### config.mk
export PLATFORM = sky130hd
export DESIGN_NAME = rr_decoder_arbiter_flat
export DESIGN_NICKNAME = d
export VERILOG_FILES = /design/src/rtl/rr_decoder_arbiter_pkg.sv /design/src/rtl/rr_decoder_arbiter_if.sv /design/src/rtl/rr_decoder_arbiter_decoder.sv /design/src/rtl/rr_decoder_arbiter.sv /design/src/flat_wrapper.sv
export SDC_FILE = /design/constraint.sdc
export NUM_CORES = 1
export LEC_CHECK = 0
export ABC_AREA = 1
export CORE_MARGIN = 2
export CORE_UTILIZATION = 55
export CTS_BUF_LIST = sky130_fd_sc_hd__clkbuf_16
export DETAILED_ROUTE_END_ITERATION = 8
export PLACE_DENSITY = 0.87
export SYNTH_ARGS = -nofsm -noshare
export SYNTH_HDL_FRONTEND = slang
export SYNTH_SLANG_ARGS = --single-unit
### constraint.sdc
create_clock -name clk -period 3 [get_ports clk]
set_input_delay 0.3 -clock clk [delete_from_list [all_inputs] [get_ports clk]]
set_output_delay 0.3 -clock clk [all_outputs]
set_load 0.02 [all_outputs]
### src/rtl/rr_decoder_arbiter_pkg.sv
// Shared types, sizes and the rotating winner search for the round-robin arbiter.
package rr_decoder_arbiter_pkg;

  localparam int NUM_REQ = 4;
  localparam int IDX_W   = 2;

  typedef logic [IDX_W-1:0]   idx_t;
  typedef logic [NUM_REQ-1:0] req_t;

  typedef enum logic {
    ST_IDLE  = 1'b0,
    ST_GRANT = 1'b1
  } state_e;

  // First asserted request in the order last+1, last+2, last+3, last+4 (mod 4).
  // The loop runs from the farthest candidate to the nearest, so the nearest wins.
  function automatic idx_t rr_pick(input req_t req, input idx_t last);
    idx_t cand;
    idx_t pick;
    pick = last;
    for (int k = NUM_REQ - 1; k >= 0; k--) begin
      cand = last + idx_t'(k) + idx_t'(1);
      if (req[cand]) pick = cand;
    end
    return pick;
  endfunction

endpackage

### src/rtl/rr_decoder_arbiter_if.sv
// Request/grant bundle between requesters (master side) and the arbiter (slave side).
interface rr_decoder_arbiter_if;
  import rr_decoder_arbiter_pkg::*;

  req_t req;
  req_t grant;
  idx_t grant_idx;
  logic grant_valid;
  logic preempt;

  modport master (output req, input grant, grant_idx, grant_valid, preempt);
  modport slave  (input req, output grant, grant_idx, grant_valid, preempt);
endinterface

### src/rtl/rr_decoder_arbiter_decoder.sv
// Existing 2-to-4 one-hot decoder reused for grant line generation.
module Decoder (
  output logic [3:0] D,
  input  logic [1:0] S
);

  // One-hot expansion of the select index.
  always_comb begin
    D = 4'b0001 << S;
  end

endmodule

### src/rtl/rr_decoder_arbiter.sv
// Four-requester round-robin arbiter with a bounded hold counter that forces a
// handoff once a holder has used MAX_HOLD consecutive cycles while others wait.
module rr_decoder_arbiter
  import rr_decoder_arbiter_pkg::*;
#(
  parameter int MAX_HOLD = 8,
  parameter int CNT_W    = 3
) (
  input logic                 clk,
  input logic                 rst,
  rr_decoder_arbiter_if.slave bus
);

  localparam logic [CNT_W-1:0] HOLD_LAST = CNT_W'(MAX_HOLD - 1);

  state_e           state_q, state_d;
  idx_t             idx_q, idx_d;
  idx_t             last_q, last_d;
  logic [CNT_W-1:0] hold_q, hold_d;
  logic             preempt_q, preempt_d;
  req_t             others;
  logic [3:0]       dec_onehot;

  // Next-state: idle acquisition, hold/saturate, release handoff, forced preemption.
  always_comb begin
    // NOTE: every variable gets a default before the case so no path leaves it
    // unassigned, which would otherwise infer a latch.
    state_d   = state_q;
    idx_d     = idx_q;
    last_d    = last_q;
    hold_d    = hold_q;
    preempt_d = 1'b0;
    others    = bus.req & ~(req_t'(1) << idx_q);

    case (state_q)
      ST_IDLE: begin
        hold_d = '0;
        if (|bus.req) begin
          state_d = ST_GRANT;
          idx_d   = rr_pick(bus.req, last_q);
        end
      end
      ST_GRANT: begin
        if (!bus.req[idx_q]) begin
          // Release wins over any simultaneous new requests; hand off with no bubble.
          last_d = idx_q;
          hold_d = '0;
          if (|others) idx_d = rr_pick(others, idx_q);
          else         state_d = ST_IDLE;
        end else if ((|others) && (hold_q == HOLD_LAST)) begin
          // Forced handoff: the holder drops to lowest priority and re-queues.
          last_d    = idx_q;
          idx_d     = rr_pick(others, idx_q);
          preempt_d = 1'b1;
          hold_d    = '0;
        end else if (hold_q != HOLD_LAST) begin
          hold_d = hold_q + CNT_W'(1);
        end
      end
      default: state_d = ST_IDLE;
    endcase
  end

  // State register with synchronous reset; req[0] has top priority after reset.
  always_ff @(posedge clk) begin
    // NOTE: non-blocking assignments so every register samples pre-edge values.
    if (rst) begin
      state_q   <= ST_IDLE;
      idx_q     <= '0;
      last_q    <= idx_t'(NUM_REQ - 1);
      hold_q    <= '0;
      preempt_q <= 1'b0;
    end else begin
      state_q   <= state_d;
      idx_q     <= idx_d;
      last_q    <= last_d;
      hold_q    <= hold_d;
      preempt_q <= preempt_d;
    end
  end

  Decoder u_decoder (
    .D (dec_onehot),
    .S (idx_q)
  );

  assign bus.grant       = dec_onehot & {NUM_REQ{state_q == ST_GRANT}};
  assign bus.grant_idx   = idx_q;
  assign bus.grant_valid = (state_q == ST_GRANT);
  assign bus.preempt     = preempt_q;

endmodule

### src/flat_wrapper.sv
// flat-port wrapper written by rule: the top's interface ports become plain ports
module rr_decoder_arbiter_flat import rr_decoder_arbiter_pkg::*;
#(
  parameter int MAX_HOLD = 8,
  parameter int CNT_W    = 3
)
  (clk, rst, bus_req, bus_grant, bus_grant_idx, bus_grant_valid, bus_preempt);
  rr_decoder_arbiter_if bus_i ();
  input logic clk;
  input logic rst;
  input wire logic [$bits(bus_i.req)-1:0] bus_req;
  output wire logic [$bits(bus_i.grant)-1:0] bus_grant;
  output wire logic [$bits(bus_i.grant_idx)-1:0] bus_grant_idx;
  output wire logic [$bits(bus_i.grant_valid)-1:0] bus_grant_valid;
  output wire logic [$bits(bus_i.preempt)-1:0] bus_preempt;
  assign bus_i.req = bus_req;
  assign bus_grant = bus_i.grant;
  assign bus_grant_idx = bus_i.grant_idx;
  assign bus_grant_valid = bus_i.grant_valid;
  assign bus_preempt = bus_i.preempt;
  rr_decoder_arbiter #(.MAX_HOLD(MAX_HOLD), .CNT_W(CNT_W)) u_core (.clk(clk), .rst(rst), .bus(bus_i));
endmodule
==> qor.yml <==
synthesis:
  synth_warnings: 0
  yosysMostFrequentCell: "nand2_1"
  synth_cell_types: 20
  synth_nets: 179
  syn_inst: 167
  syn_area_um2: 960
  synth_top_cell_by_area: "nand2_1"
  ys_seq_area_frac: 0.188
  synth-async-reset-ratio: 0
  synth_edf_count: 0
  ys_ff_latch: 9
  synth.top_cells.by_area: "nand2_1 (23%), dfxtp_1 (19%), inv_1 (10%), nand3_1 (9.4%), ha_1 (7.8%)"
  synth_flop_cell: "dfxtp_1"
  netlist_top_cells_count: "nand2_1 (59), inv_1 (26), nand3_1 (18), nor2_1 (14), dfxtp_1 (9)"
  yosys.area.top_type_share: 0.231
  synth_area_per_cell_um2: 5.75
final_layout:
  area_growth_syn_to_layout_pct: 22.0
  nFillCells: 157
  final_cell_count_no_fill: 199
  antenna_cells: 0
  postLayoutCoreUtil: 0.693
  nNetsFinal: 195
  final_layout_size_suffix_gt1_frac: 0.121
global_route:
  grt_max_degree: 15
  grt_pass1_vias: 890
  grt_pass1_wl_um: 3660
  overflow: 0
  antenna_found_initial: 0
  grt_use_total: 0.244
routing:
  ant_nets: 0
  viasPerCell: 5.26
  post_drt_wl_per_cell_um: 11.4
  firstDrtPassIters: 4
  vias: 1046
  drcViolationCount: 0
  drt_iter0_drc: 31
  routed_wl_um: 2260
job:
  drv_cap: 0
clocking:
  cts_max_path_buffers: 2
  ctsRootBufferMaster: "clkbuf_16"
  clkTransAtPathRegs_ps: 40
  cts_setup_buffers: 0
  ctsHoldBuffers: 0
  cts_resized: 0
  numCtsBuffers: 3
  insertion_delay_ps: 230
  clock-sinks: 9
  cts_tree: "yes"
  h-tree-depth: 1
worst_setup_path:
  worst_ep_required_time_ps: 2700
  crit_type: "register to output pin"
  crit_fanout: 10
  arrival_ps: 1850
  endpoint_kind: "output pin"
  start_kind: "register"
die:
  initial_core_util: 0.568
  rows: 15
  dieArea_um2: 2090
  fp.dieW_um: 45.8
  die_h_um: 45.8
  core_um2: 1690
  io-pin-count: 14
pwr:
  p_leak_nw: 0.666
  p_per_area_nw_per_um2: 919
  ir_drop_mv: 0.687
timing:
  max_freq_ghz: 0.465
  drv_slew: 0
  period_share: 0.717
  slew_headroom: 0.670
  period_needed_ps: 2150
  worst_slew_pin_slew_ps: 494
  hold_viol_final: 0
  finalSetupViolCount: 0
  setup_tns_ps: 0
  rsz0062_at_grt: "no"
  fin_skew_ps: 2.29
place:
  dp_hpwl_um: 1740
  dp.cells: 195
  io_buffer_count: 13
  gp_congestion: 0.847
status:
  status: "finished clean"
min_path:
  min_path_type: "register to register"
==> through the flow <==
stage                     area (µm²)  setup WS, ps  hold slack, ps  total power, W
after global placement          1090           898             454        0.000823
after global routing            1170           642             499         0.00117
final                           1170           849             474         0.00108
after detailed placement        1090           867             469        0.000844
after floorplan                  960          1070             369        0.000699
after CTS                       1170           862             481         0.00108
==> kinds of logic (layout without fill, tap and decap cells) <==
| group | after synthesis | after routing | share of synthesized area |
|---|---|---|---|
| AOI/OAI and AO/OA | 12 | 12 | 0.0678 |
| and+or+nand+nor | 110 | 110 | 0.535 |
| adders and majority gates | 6 | 6 | 0.0782 |
| buffers and inverters | 30 | 45 | 0.132 |
| DFF | 9 | 9 | 0.188 |
==> power by group <==
group | leakage (nW) | switching, W | internal [W]
clock | 0.0423 | 0.0000570 | 0.000174
sequential | 0.0741 | 0.0000488 | 0.000145
combinational | 0.549 | 0.000407 | 0.000245
==> cells in the final DEF, fill, tap and decap left out <==
cell,netlist,layout
nand2_1,59,59
inv_1,26,27
nand3_1,18,18
nor2_1,14,14
clkdlybuf4s50_1,0,13
dfxtp_1,9,9
nand2_2,8,8
o21ai_0,6,6
ha_1,6,6
a21oi_1,4,4
nand3_2,3,3
clkbuf_16,0,3
o211ai_1,2,2
nor2_2,2,2
nand2_4,2,2
nor2_4,2,2
inv_4,1,1
nor3_1,1,1
inv_2,1,1
nor4_1,1,1
==> per-layer routing <==
metal  share of wire  GRT usage  up-vias
met4           0.016     0.0800        0
met5               0          0        -
met3           0.044     0.0556        6
met2            0.52      0.448       23
li1                -          -      548
met1            0.42      0.273      469
==> worst max-delay path, stage by stage, from the launching register on <==
cell	delay, ps
dfxtp_1	600
inv_4	140
ha_1	250
nand2_1	60
inv_1	40
clkdlybuf4s50_1	530
==> flip-flops by register name, summed over array words and instances (netlist names) <==
name,count
u_core.hold_q,3
u_core.bus.grant_idx,2
u_core.last_q,2
u_core.bus.grant_valid,1
u_core.bus.preempt,1
==> area by class of cell <==
cell class | count | area [µm²] | share of cell area
Multi-Input combinational cell | 128 | 653 | 0.558
Sequential cell | 9 | 180 | 0.154
Timing Repair Buffer | 13 | 130 | 0.111
Inverter | 28 | 108 | 0.0919
Clock buffer | 3 | 75.1 | 0.0641
Tap cell | 17 | 21.3 | 0.0182
Clock inverter | 1 | 3.75 | 0.00321
==> final timing paths <==
kind	from	to	slack [ps]	cells after the start
worst max register to register	u_core.bus.grant_idx[0]	u_core.bus.grant_idx[1]	870	14
worst min register to register	u_core.hold_q[1]	u_core.hold_q[1]	470	2
worst max-delay path	u_core.bus.grant_idx[0]	bus_grant[2]	850	5
worst min-delay path	u_core.hold_q[1]	u_core.hold_q[1]	470	2
Note: power is estimated with default switching activity, not from simulation.
